File: src/rtl/uart_tx_pkg.sv
`default_nettype none
// ============================================================================
//  Module      : uart_tx_pkg
//  Description : Shared types and constants for the UART transmit scheduler.
//                byte_t        - one transmit byte
//                sched_state_t - scheduler FSM states
//                grant_t       - identity of the last granted requester
//                WORD_BYTES    - bytes per requester-B word
//  Revision    : 1.0 - initial release
// ============================================================================
package uart_tx_pkg;

    typedef logic [7:0] byte_t;

    typedef enum logic [0:0] {
        IDLE    = 1'b0,
        DRAIN_B = 1'b1
    } sched_state_t;

    typedef enum logic [0:0] {
        GRANT_A = 1'b0,
        GRANT_B = 1'b1
    } grant_t;

    localparam int WORD_BYTES = 4;

endpackage : uart_tx_pkg
`default_nettype wire

File: src/rtl/byte_fifo.sv
`default_nettype none
// ============================================================================
//  Module      : byte_fifo
//  Description : Circular byte FIFO, 2**DEPTH_LOG entries, one push and one
//                pop per cycle (both allowed together). The head byte is read
//                combinationally from registered state, so a pushed byte is
//                first visible on the cycle after the push.
//  Ports       : clk, rst       - clock, asynchronous active-high reset
//                push, push_data - write one byte (caller guarantees room)
//                pop            - remove head byte (caller guarantees data)
//                head_data      - byte at the read pointer
//                count          - bytes held, 0..2**DEPTH_LOG
//  Revision    : 1.0 - initial release
// ============================================================================
module byte_fifo
    import uart_tx_pkg::*;
#(
    parameter int DEPTH_LOG = 4
) (
    input  logic                 clk,
    input  logic                 rst,
    input  logic                 push,
    input  byte_t                push_data,
    input  logic                 pop,
    output byte_t                head_data,
    output logic [DEPTH_LOG:0]   count
);

    localparam int DEPTH = 2 ** DEPTH_LOG;

    byte_t                 mem_q [DEPTH];
    logic [DEPTH_LOG-1:0]  wr_ptr_q;
    logic [DEPTH_LOG-1:0]  rd_ptr_q;
    logic [DEPTH_LOG:0]    count_q;
    logic [DEPTH_LOG:0]    count_d;

    // Count is tracked separately so full and empty are unambiguous while
    // the narrower pointers simply wrap.
    always_comb begin
        count_d = count_q;
        case ({push, pop})
            2'b10:   count_d = count_q + (DEPTH_LOG+1)'(1);
            2'b01:   count_d = count_q - (DEPTH_LOG+1)'(1);
            default: count_d = count_q;
        endcase
    end

    always_ff @(posedge clk or posedge rst) begin
        if (rst) begin
            wr_ptr_q <= '0;
            rd_ptr_q <= '0;
            count_q  <= '0;
        end else begin
            if (push) wr_ptr_q <= wr_ptr_q + DEPTH_LOG'(1);
            if (pop)  rd_ptr_q <= rd_ptr_q + DEPTH_LOG'(1);
            count_q <= count_d;
        end
    end

    // Storage needs no reset: the count gates every read.
    always_ff @(posedge clk) begin
        if (push) mem_q[wr_ptr_q] <= push_data;
    end

    assign head_data = mem_q[rd_ptr_q];
    assign count     = count_q;

endmodule : byte_fifo
`default_nettype wire

File: src/rtl/uart_tx_scheduler.sv
`default_nettype none
// ============================================================================
//  Module      : uart_tx_scheduler
//  Description : Shares one UART transmitter between requester A (single
//                bytes) and requester B (32-bit words sent MSB first as four
//                uninterrupted bytes). Round-robin arbitration on ties, bytes
//                buffered in a byte FIFO feeding the transmitter handshake.
//  Ports       : CLK, RST             - clock, asynchronous active-high reset
//                a_data/a_valid/a_ready - requester A byte handshake
//                b_data/b_valid/b_ready - requester B word handshake
//                tx_data/tx_valid/tx_ready - transmitter byte handshake
//                fifo_count           - bytes buffered
//                busy                 - draining a word or FIFO non-empty
//  Revision    : 1.0 - initial release
// ============================================================================
module uart_tx_scheduler
    import uart_tx_pkg::*;
#(
    parameter int DEPTH_LOG = 4
) (
    input  logic                 CLK,
    input  logic                 RST,
    input  logic [7:0]           a_data,
    input  logic                 a_valid,
    output logic                 a_ready,
    input  logic [31:0]          b_data,
    input  logic                 b_valid,
    output logic                 b_ready,
    output logic [7:0]           tx_data,
    output logic                 tx_valid,
    input  logic                 tx_ready,
    output logic [DEPTH_LOG:0]   fifo_count,
    output logic                 busy
);

    localparam logic [DEPTH_LOG:0] c_DEPTH      = (DEPTH_LOG+1)'(2 ** DEPTH_LOG);
    localparam logic [DEPTH_LOG:0] c_WORD_BYTES = (DEPTH_LOG+1)'(WORD_BYTES);

    sched_state_t        state_q, state_d;
    logic [1:0]          k_q, k_d;
    logic [23:0]         word_q, word_d;   // MSB byte is pushed at accept
    grant_t              last_q, last_d;

    logic                w_push;
    byte_t               w_push_data;
    logic                w_pop;
    logic [DEPTH_LOG:0]  w_free;
    logic                w_idle;
    logic                w_elig_a;
    logic                w_elig_b;
    logic                w_a_fire;
    logic                w_b_fire;

    // Eligibility uses the registered count only; a same-cycle pop never
    // creates room.
    assign w_free   = c_DEPTH - fifo_count;
    assign w_idle   = (state_q == IDLE);
    assign w_elig_a = w_idle && (w_free >= (DEPTH_LOG+1)'(1));
    assign w_elig_b = w_idle && (w_free >= c_WORD_BYTES);

    // Each ready yields only when the other side is contending and it was
    // not granted last, so at most one handshake fires per cycle and
    // neither ready depends on its own valid.
    assign a_ready  = w_elig_a && !(b_valid && w_elig_b && (last_q == GRANT_A));
    assign b_ready  = w_elig_b && !(a_valid && w_elig_a && (last_q == GRANT_B));
    assign w_a_fire = a_valid && a_ready;
    assign w_b_fire = b_valid && b_ready;

    always_ff @(posedge CLK or posedge RST) begin
        if (RST) begin
            state_q <= IDLE;
            k_q     <= 2'd0;
            word_q  <= '0;
            last_q  <= GRANT_B;
        end else begin
            state_q <= state_d;
            k_q     <= k_d;
            word_q  <= word_d;
            last_q  <= last_d;
        end
    end

    always_comb begin
        state_d     = state_q;
        k_d         = k_q;
        word_d      = word_q;
        last_d      = last_q;
        w_push      = 1'b0;
        w_push_data = 8'h00;
        case (state_q)
            IDLE: begin
                if (w_a_fire) begin
                    w_push      = 1'b1;
                    w_push_data = a_data;
                    last_d      = GRANT_A;
                end else if (w_b_fire) begin
                    w_push      = 1'b1;
                    w_push_data = b_data[31:24];
                    word_d      = b_data[23:0];
                    k_d         = 2'd2;
                    last_d      = GRANT_B;
                    state_d     = DRAIN_B;
                end
            end
            DRAIN_B: begin
                w_push = 1'b1;
                case (k_q)
                    2'd2:    w_push_data = word_q[23:16];
                    2'd1:    w_push_data = word_q[15:8];
                    default: w_push_data = word_q[7:0];
                endcase
                if (k_q == 2'd0) state_d = IDLE;
                else             k_d     = k_q - 2'd1;
            end
            default: state_d = IDLE;
        endcase
    end

    assign w_pop = tx_valid && tx_ready;

    byte_fifo #(
        .DEPTH_LOG (DEPTH_LOG)
    ) u_fifo (
        .clk       (CLK),
        .rst       (RST),
        .push      (w_push),
        .push_data (w_push_data),
        .pop       (w_pop),
        .head_data (tx_data),
        .count     (fifo_count)
    );

    assign tx_valid = (fifo_count != '0);
    assign busy     = !w_idle || (fifo_count != '0);

endmodule : uart_tx_scheduler
`default_nettype wire

File: config.mk
export PLATFORM = sky130hd
export DESIGN_NAME = uart_tx_scheduler
export DESIGN_NICKNAME = d
export VERILOG_FILES = /design/src/rtl/uart_tx_pkg.sv /design/src/rtl/byte_fifo.sv /design/src/rtl/uart_tx_scheduler.sv
export SDC_FILE = /design/constraint.sdc
export NUM_CORES = 1
export LEC_CHECK = 0
export ABC_AREA = 1
export CAP_MARGIN = 10
export CORE_UTILIZATION = 40
export DETAILED_ROUTE_END_ITERATION = 10
export PLACE_DENSITY_LB_ADDON = 0.2
export SETUP_SLACK_MARGIN = 0.02
export SYNTH_ARGS = -nofsm -noshare
export SYNTH_HDL_FRONTEND = slang
export SYNTH_HIERARCHICAL = 1
export SYNTH_SLANG_ARGS = --single-unit
File: constraint.sdc
create_clock -name CLK -period 5.2 [get_ports CLK]
set_input_delay 0.78 -clock CLK [delete_from_list [all_inputs] [get_ports CLK]]
set_output_delay 0.78 -clock CLK [all_outputs]
set_load 0.01 [all_outputs]
After elaboration in Yosys (flattened, before gate mapping)
Memory sizes are Yosys's and may differ from the RTL's.
Index checks and enable logic that the tools add are counted.
{"block": "totals", "input_bits": 45, "reg_bits": 41, "out_inout_bits": 17, "word_cells": 66, "mem_count": 1, "ram_bits": 128}
{"memory": "u_fifo.mem_q", "words": 16, "width": 8, "rd": 1, "rd_clocked_by_memory_dff": 0, "wr": 1, "line": "byte_fifo.sv:31", "rtl": "byte_t mem_q [DEPTH];"}
{"block": "classes", "reduce_logical": 21, "bitwise": 3, "n_eq_ne": 7, "n_lt_le_gt_ge": 2, "n_mux": 19, "add_sub_neg": 6}
{"op": "$pmux W8 S2", "n": 2}
{"op": "$mux W8", "n": 2}
{"op": "$logic_and A1 B1 Y1", "n": 11}
{"op": "$pmux W5 S2", "n": 1}
{"op": "$add A4 B1 Y4 const B", "n": 2}
{"op": "$mux W1", "n": 8}
{"op": "$mux W2", "n": 3}
{"op": "$reduce_and A3 Y1", "n": 2}
{"op": "$add A5 B1 Y5 const B", "n": 1}
{"op": "$ge A5 B1 Y1 const B", "n": 1}
{"op": "$ge A5 B3 Y1 const B", "n": 1}
{"op": "$reduce_bool A5 Y1", "n": 1}
{"op": "$sub A5 B1 Y5 const B", "n": 1}
{"op": "$sub A5 B5 Y5 const A", "n": 1}
{"op": "$eq A2 B1 Y1 const B", "n": 2}
{"op": "$eq A2 B2 Y1 const B", "n": 2}
{"op": "$ne A2 B2 Y1 const B", "n": 2}
{"op": "$pmux W1 S2", "n": 2}
{"op": "$pmux W2 S2", "n": 1}
{"op": "$reduce_bool A2 Y1", "n": 2}
{"op": "$not A1 Y1", "n": 3}
{"op": "$logic_not A1 Y1", "n": 2}
{"op": "$logic_not A2 Y1", "n": 1}
{"op": "$ne A2 B1 Y1 const B", "n": 1}
{"op": "other kinds (3)", "n": 3}

Longest topological paths before layout
Gate-level depths: netlist of the first run.
{"block": "logic_depth", "ltp_word": 13, "mapped_depth": 26, "mapped_depth_nobuf": 25}

Cells and area by module
The synthesis of the first run kept the hierarchy.
{"module": "byte_fifo", "seq_area_each_um2": 4169.0, "area_each_um2": 5992.0, "instances": 1, "cells_each": 513}
{"module": "uart_tx_scheduler", "seq_area_each_um2": 701.9, "area_each_um2": 1820.5, "instances": 1, "cells_each": 225}

Worst setup path before layout of the first run
No wires, ideal clock.
{"block": "synth_timing", "kind": "register to register", "startpoint": "register u_fifo.count_q[0], in the netlist u_fifo/count[0]", "endpoint": "register u_fifo.count_q[4], in the netlist u_fifo/count[4]", "t_required_ns": 5.083, "t_arrival_ns": 3.036, "path_buffers": 2, "stages_incl_launch_ff": 26, "synth_period_minus_slack_ns": 3.153, "setup_time_ns": 0.117, "path_slack_ns": 2.047, "path_cell_list": "dfrtp_1 > inv_1 > ha_1 > inv_1 > nor3_1 > ha_1 > inv_1 > nor2_2 > nand3_2 > nand4_4 > buf_6 > nand3_1 > buf_2 > inv_1 > ha_1 > nand2_1 > inv_1 > nor2_1 > ha_1 > inv_1 > nand2_1 > nand3_1 > nand2_1 > nand2_1 > nand3_1 > nand2_1"}
{"block": "synth_via", "elab_chain_len": 13, "elab_cells_between_ends": 26, "classes_between": "add/sub (3); order compare (2); eq/ne (2); mux (4); reduce/logical (15)"}
{"item": "start: declaration", "line": "byte_fifo.sv:34", "rtl": "logic [DEPTH_LOG:0] count_q;"}
{"item": "start signal: assignment", "line": "byte_fifo.sv:56", "rtl": "count_q <= count_d;"}
{"item": "$sub A5 B5 Y5 *", "line": "uart_tx_scheduler.sv:56", "rtl": "assign w_free = c_DEPTH - fifo_count;"}
{"item": "$ge A5 B1 Y1", "line": "uart_tx_scheduler.sv:58", "rtl": "assign w_elig_a = w_idle && (w_free >= (DEPTH_LOG+1)'(1));"}
{"item": "$logic_and A1 B1 Y1", "line": "uart_tx_scheduler.sv:58"}
{"item": "$logic_and A1 B1 Y1 (2 in series)", "line": "uart_tx_scheduler.sv:65", "rtl": "assign b_ready = w_elig_b && !(a_valid && w_elig_a && (last_q == GRANT_B));"}
{"item": "$logic_not A1 Y1", "line": "uart_tx_scheduler.sv:65"}
{"item": "$logic_and A1 B1 Y1", "line": "uart_tx_scheduler.sv:65"}
{"item": "$logic_and A1 B1 Y1", "line": "uart_tx_scheduler.sv:67", "rtl": "assign w_b_fire = b_valid && b_ready;"}
{"item": "$mux W1", "line": "uart_tx_scheduler.sv:96", "rtl": "end else if (w_b_fire) begin"}
{"item": "$mux W1 *", "line": "uart_tx_scheduler.sv:92", "rtl": "if (w_a_fire) begin"}
{"item": "$pmux W1 S2 *", "line": "uart_tx_scheduler.sv:90", "rtl": "case (state_q)"}
{"item": "named net w_push", "line": "uart_tx_scheduler.sv:44", "rtl": "logic w_push;"}
{"item": "$eq A2 B1 Y1 or $eq A2 B2 Y1 (tied branches)", "line": "byte_fifo.sv:41", "rtl": "case ({push, pop})"}
{"item": "$pmux W5 S2 or $reduce_bool A2 Y1 (tied branches)"}
Mark *: on every way through the listed nets, which the timed path passes. The rest lies on a longest branch.
A chain may end at the register's enable or synchronous reset.

Worst setup path after layout of the first run
{"block": "layout_timing", "startpoint": "register u_fifo.rd_ptr_q[0]", "endpoint": "output port tx_data[5]"}
{"block": "layout_via", "elab_chain_len": 1}
{"item": "start: declaration", "line": "byte_fifo.sv:33", "rtl": "logic [DEPTH_LOG-1:0] rd_ptr_q;"}
{"item": "start signal: assignment", "line": "byte_fifo.sv:55", "rtl": "if (pop) rd_ptr_q <= rd_ptr_q + DEPTH_LOG'(1);"}
{"item": "$mem_v2 Z16 W8"}
{"item": "end: declaration", "line": "uart_tx_scheduler.sv:29", "rtl": "output logic [7:0] tx_data,"}
Every way passes these cells.

==> run metrics, run 1 <==
routability cong.=0.900; DIE AREA=0.0201 sq mm; 1st-iter DRT viols=383; initial antenna violation count=0; vias per inst=5.09; Worst R2R Path Depth=24; CTS root buf=clkbuf_16; Hold WC Path Type=flop to flop; critical-path maximum fanout=42; hold_sp=word_q[15]; EDFF count, synth=128; WL final=17,900 um; run status=complete, no violations; Setup Skew=0.00756 ns; min Tclk post-route=3.66 ns; clock buffer depth=2; peak supply drop=0.000377 V; Worst EP arrival=2.88 ns; H-Tree Depth=4; fin worst setup slack=1.54 ns; max cap viols=0; CP Launch Type=flop; Critical Path RT=4.42 ns; PD cells=675 mW/mm^2; ys flop type=edfxtp_1; DR DRC count=0; dpl ws=1.57 ns; via count=5,397; top post-synthesis cells by count=edfxtp_1 (128), nor2_1 (107), nand2_1 (96), inv_1 (78), nand3_1 (76); post-synthesis sequential area ratio=62.3%; cells after synthesis=738; #FFs+latches synth=169; synth top area cells=edfxtp_1 (49%), dfrtp_1 (13%), nor2_1 (5.1%), nand3_1 (4.9%), nand2_1 (4.6%); setup_tns=0 ns; Worst Setup End Kind=output port; Detail Placement HPWL=11,800 um; async set-reset flop share out of synthesis=24.3%; cell taking the most area after synthesis=edfxtp_1; CTS clk-pin slew, worst paths=0.06 ns; # diodes=0; vias in the first global route=5,010; top-count cell post-synth=edfxtp_1; largest net degree at the start of global routing=54; Placeable Area=0.0189 sq mm; post-CTS setup buffer count=0; hold_buf cts=0; ANT nets after route=0; Synth top area share=49.2%; number of placement rows=50; reg-to-reg critical path startpoint=u_fifo/count[0]; # IOs=62; drt first pass iters=5; initial core utilization=41.4%; total grt overflow=0; leakage power=3.62 nW; first-pass GRT wire length=28,300 um; syn nets=799; highest clock rate=273 MHz; critical path launch point=u_fifo/rd_ptr_q[0]; mean routed wirelength per cell=16.9 um; Die Y-Extent=142 um; Worst-Skew Late Latency=0.43 ns; Final period util=70.3%; area grow syn2layout=17.5%; overall global routing resource usage=19.0%; max-slew violation count=0; die width=142 um; clock sinks=169; Hold EP=word_q[15]; NumNets Final=849; setup slack, reg-to-reg=1.64 ns; syn_area_per_cell=10.6 sq um; Netlist cell types=36; layout cells sized above 1=10.2%; clock buffer count from CTS=17; CTS resizes=0; Ys Warns=6; Fin. Hold Viols=0; IO buf count=61; RSZ-0062 raised after global routing=false; Worst slew margin=30.3%; critical path type=flop to output port; Least-Margin Pin Slew=1.04 ns; hold depth=2; Cell Area, Synth=0.00781 sq mm; setup violators final=0; CTS tree=yes; RR Endpoint=u_fifo/count[4]
==> per-layer routing <==
layer,GRT usage (%),up-vias,part of all wire (%)
met5,0,-,0
met4,6.85,0,2.1
met2,29.1,150,46
met3,4.12,31,4.9
li1,-,2607,-
met1,26.5,2609,47
==> cells by family (layout without fill, tap and decap cells) <==
group / after synthesis / in the layout / share of synthesized area [%]
AOI/OAI and AO/OA: 119 / 119 / 9.95
xor gates and xnor gates: 8 / 8 / 0.897
adders and majority gates: 16 / 16 / 2.56
buffers and inverters: 116 / 179 / 6.90
DFF: 169 / 169 / 62.3
and+or+nand+nor: 310 / 310 / 17.3
==> how the worst max path moves through the flow <==
stage                                  to  slack [ns]  cells after the start
after global placement    u_fifo/count[4]        1.69                     18
after detailed placement  u_fifo/count[4]        1.57                     18
after floorplan           u_fifo/count[4]        2.05                     25
final                          tx_data[5]        1.54                      6
after CTS                      tx_data[7]        1.51                      8
after global routing      u_fifo/count[4]        1.17                     24
==> placed cells by master (no fill, tap or decap), types with 16 or more instances in the layout <==
| master | n |
|---|---|
| o211ai_1 | 16 |
| ha_1 | 16 |
| clkbuf_16 | 17 |
| clkdlybuf4s50_1 | 61 |
| o21ai_1 | 25 |
| o21ai_0 | 35 |
| nand3_1 | 76 |
| edfxtp_1 | 128 |
| nand2_1 | 96 |
| inv_1 | 78 |
| dfrtp_1 | 39 |
| nor2_1 | 107 |
==> power breakdown <==
| group | total (mW) | switching [mW] | internal, mW |
|---|---|---|---|
| logic | 2.55 | 1.72 | 0.828 |
| clock network | 1.31 | 0.507 | 0.799 |
| registers | 2.34 | 0.232 | 2.11 |
==> final cells by class <==
type | count | area, sq um
clock buffers | 19 | 433
clock inverters | 13 | 176
fillers | 1752 | 9710
inverters | 81 | 304
multi-input cells | 453 | 2400
flip-flops and latches | 169 | 4870
well taps | 260 | 325
repair buffers | 66 | 668
==> worst max-delay path, cell delays in order (launching register included) <==
cell and delay [ns]:
dfrtp_2 0.61, inv_2 0.63, o21ai_0 0.24, nand3_1 0.19
nand3_1 0.15, nand2_1 0.09, clkdlybuf4s50_1 0.52
==> sequential cells by signal, indices dropped and copies added (netlist names) <==
| register | cells |
|---|---|
| u_fifo/count | 5 |
| state_q | 1 |
| u_fifo/rd_ptr_q | 4 |
| k_q | 2 |
| word_q | 24 |
| u_fifo/wr_ptr_q | 4 |
| u_fifo/mem_q | 128 |
| last_q | 1 |
==> stage by stage <==
stage	hold slack, ns	cell area, sq um	power [mW]	std cells	utilization, %
floorplan	0.455	7810	4.05	738	-
global placement	0.468	8540	4.89	1028	45.2
detailed placement	0.471	8540	4.94	1028	45.2
CTS	0.488	9150	6.25	1060	48.5
global route	0.512	9180	6.62	1061	48.6
finish	0.487	9180	6.20	1061	48.6
(Power assumes the default switching activity.)
==> run 2, diff against run 1 <==
==> constraint.sdc (replaced) <==
create_clock -name CLK -period 3 [get_ports CLK]
set_input_delay 0.45 -clock CLK [delete_from_list [all_inputs] [get_ports CLK]]
set_output_delay 0.45 -clock CLK [all_outputs]
set_load 0.01 [all_outputs]
==> run 2 against run 1 <==
- clock skew up 0.0024 ns
- setup slack worse by 1.4 ns
- critical path depth up 1
- register-to-register slack worse by 1.4 ns
- power up 80%
- count of clock-buffer cells in the layout unchanged
- utilization up 2.1 points
- combinational power up 95%
- via count up 4.0%
- highest routed layer unchanged
==> run metrics, run 2 (synthesis results as in run 1) <==
Final period util=94.5%; clock sinks=169; Least-Margin Pin Slew=0.690 ns; dpl ws=0.127 ns; total grt overflow=0; Detail Placement HPWL=12,100 um; Inst Count DP=1,068; critical path type=flop to output port; layout cells sized above 1=16.5%; mean routed wirelength per cell=16.6 um; Critical Path RT=2.55 ns; Fin. Hold Viols=0; clock buffer count from CTS=17; setup violators final=0; PD cells=1160 mW/mm^2; run status=complete, no violations; Layout fillers=1,711; highest clock rate=353 MHz; ANT nets after route=0; vias per inst=5.10; DIE AREA=0.0201 sq mm; Placeable Area=0.0189 sq mm; largest net degree at the start of global routing=63; setup slack, reg-to-reg=0.24 ns; reg-to-reg critical path startpoint=u_fifo/count[0]; 1st-iter DRT viols=406; vias in the first global route=5,606; # diodes=0; drt first pass iters=5; Die Y-Extent=142 um; Post-Layout Cell Count=1,101; CP Launch Type=flop; DR DRC count=0; number of placement rows=50; Clock Power Share=20.3%; Worst EP arrival=2.39 ns; CTS clk-pin slew, worst paths=0.07 ns; Final Util=50.7%; peak supply drop=0.000564 V; first-pass GRT wire length=29,000 um; die width=142 um; NumNets Final=891; # IOs=62; leakage power=3.86 nW; cells along the critical path=inv_2 > buf_12 > o211ai_1 > nand3_1 > nand3_1 > nand2_1 > clkdlybuf4s50_1; Worst-Skew Late Latency=0.43 ns; max cap viols=0; area grow syn2layout=22.7%; routability cong.=0.842; crit path max-delay cell type=clkdlybuf4s50_1; power consumption=11.2 mW; most common cell after layout, fill and taps aside=edfxtp_1; Biggest register=u_fifo/mem_q; Worst slew margin=54.0%; IO buf count=61; CTS tree=yes; Flop pwr share=35.1%; RR Endpoint=u_fifo/count[4]; fin worst setup slack=0.164 ns; Buf+Inv Stages, Crit Path=3; Combinational Power Share=44.6%; Worst path max stage delay=0.53 ns; Worst R2R Path Depth=24; Worst Setup End Kind=output port; initial core utilization=41.4%; sw power=4.34 mW; sw frac=38.8%; Cell Int Power=6.83 mW; setup_tns=0 ns; H-Tree Depth=4; cell mode on critical path=nand3_1; max-slew violation count=0; most frequent cells in the layout=edfxtp_1 (128), nor2_1 (106), nand2_1 (94); WL final=18,200 um; clock buffer depth=2; hold_buf cts=0; Setup Skew=0.00993 ns; Hold WC Path Type=input port to async pin; RSZ-0062 raised after global routing=false; critical-path maximum fanout=29; delay-heaviest family, CP=buffers and inverters; max reg flops=128; overall global routing resource usage=19.2%; min Tclk post-route=2.84 ns; initial antenna violation count=0; CTS root buf=clkbuf_16; via count=5,613
## run 2: changes by cell type in the layout (fill, tap and decap cells not counted), moves of 3 or more
cell,change
clkinv_1,-4
buf_12,+3
inv_1,-3
buf_4,+39
## run 2: power groups by stage
stage                     combinational [mW]  clock (mW)  sequential, mW
after floorplan                         3.15           0            3.90
after global placement                  4.73           0            3.95
after detailed placement                4.85           0            3.97
after CTS                               4.90        2.32            3.91
after global routing                    5.55        2.41            3.97
final                                   4.98        2.27            3.92
## run 2: repair_timing
action / 4_1_cts / 5_1_grt
setup endpoints to repair: 2 / 10
pin swaps: 0 / 1
gates cloned: 0 / 1
setup buffers: 1 / 1
gates resized for setup: 1 / 11
## run 2: final cells by class
type,count,area (sq um),share of cell area (%)
Sequential cell,169,4870,50.9
Multi-Input combinational cell,453,2450,25.5
Tap cell,260,325,3.39
Clock buffer,19,433,4.52
Timing Repair Buffer,108,1020,10.6
Inverter,81,309,3.22
Clock inverter,11,174,1.81
## run 2: through the flow
step	hold WS [ns]	area (sq um)
6_report	0.418	9580
5_1_grt	0.445	9580
4_1_cts	0.423	9510
3_5_place_dp	0.470	8900
3_3_place_gp	0.470	8900
2_1_floorplan	0.327	7830
## run 2: how the worst max path moves through the flow
stage | from | end | slack, ns | cells past startpoint
final | u_fifo/rd_ptr_q[1] | tx_data[7] | 0.16 | 7
after global routing | u_fifo/count[0] | u_fifo/count[4] | 0.005 | 24
after CTS | u_fifo/count[1] | b_ready | 0.1 | 10
after detailed placement | u_fifo/count[0] | u_fifo/count[4] | 0.13 | 24
after global placement | u_fifo/count[0] | u_fifo/count[4] | 0.25 | 24
after floorplan | u_fifo/count[0] | u_fifo/count[4] | 0.02 | 25
## run 2: worst reg2reg max path, stage by stage (launching register included)
cell and delay (ns):
dfrtp_2 0.39, inv_4 0.05, ha_4 0.15, inv_1 0.08, nor3_2 0.04, ha_1 0.29
nand3_1 0.10, nor2_2 0.15, nand2_1 0.08, nand2_2 0.09, nand2_2 0.06, nand3_2 0.07
inv_2 0.06, ha_4 0.17, nand2_1 0.06, inv_1 0.05, nor2_2 0.12, ha_1 0.15
inv_1 0.05, nand2_2 0.08, nand3_1 0.11, nand2_1 0.08, nand2_1 0.05, nand3_1 0.07
nand2_1 0.05
## run 2: routing by layer
metal	global-route usage [%]	wire (um)
met2	31.8	9070
met5	0	0
met3	4.76	977
met4	7.41	395
met1	24.1	7810
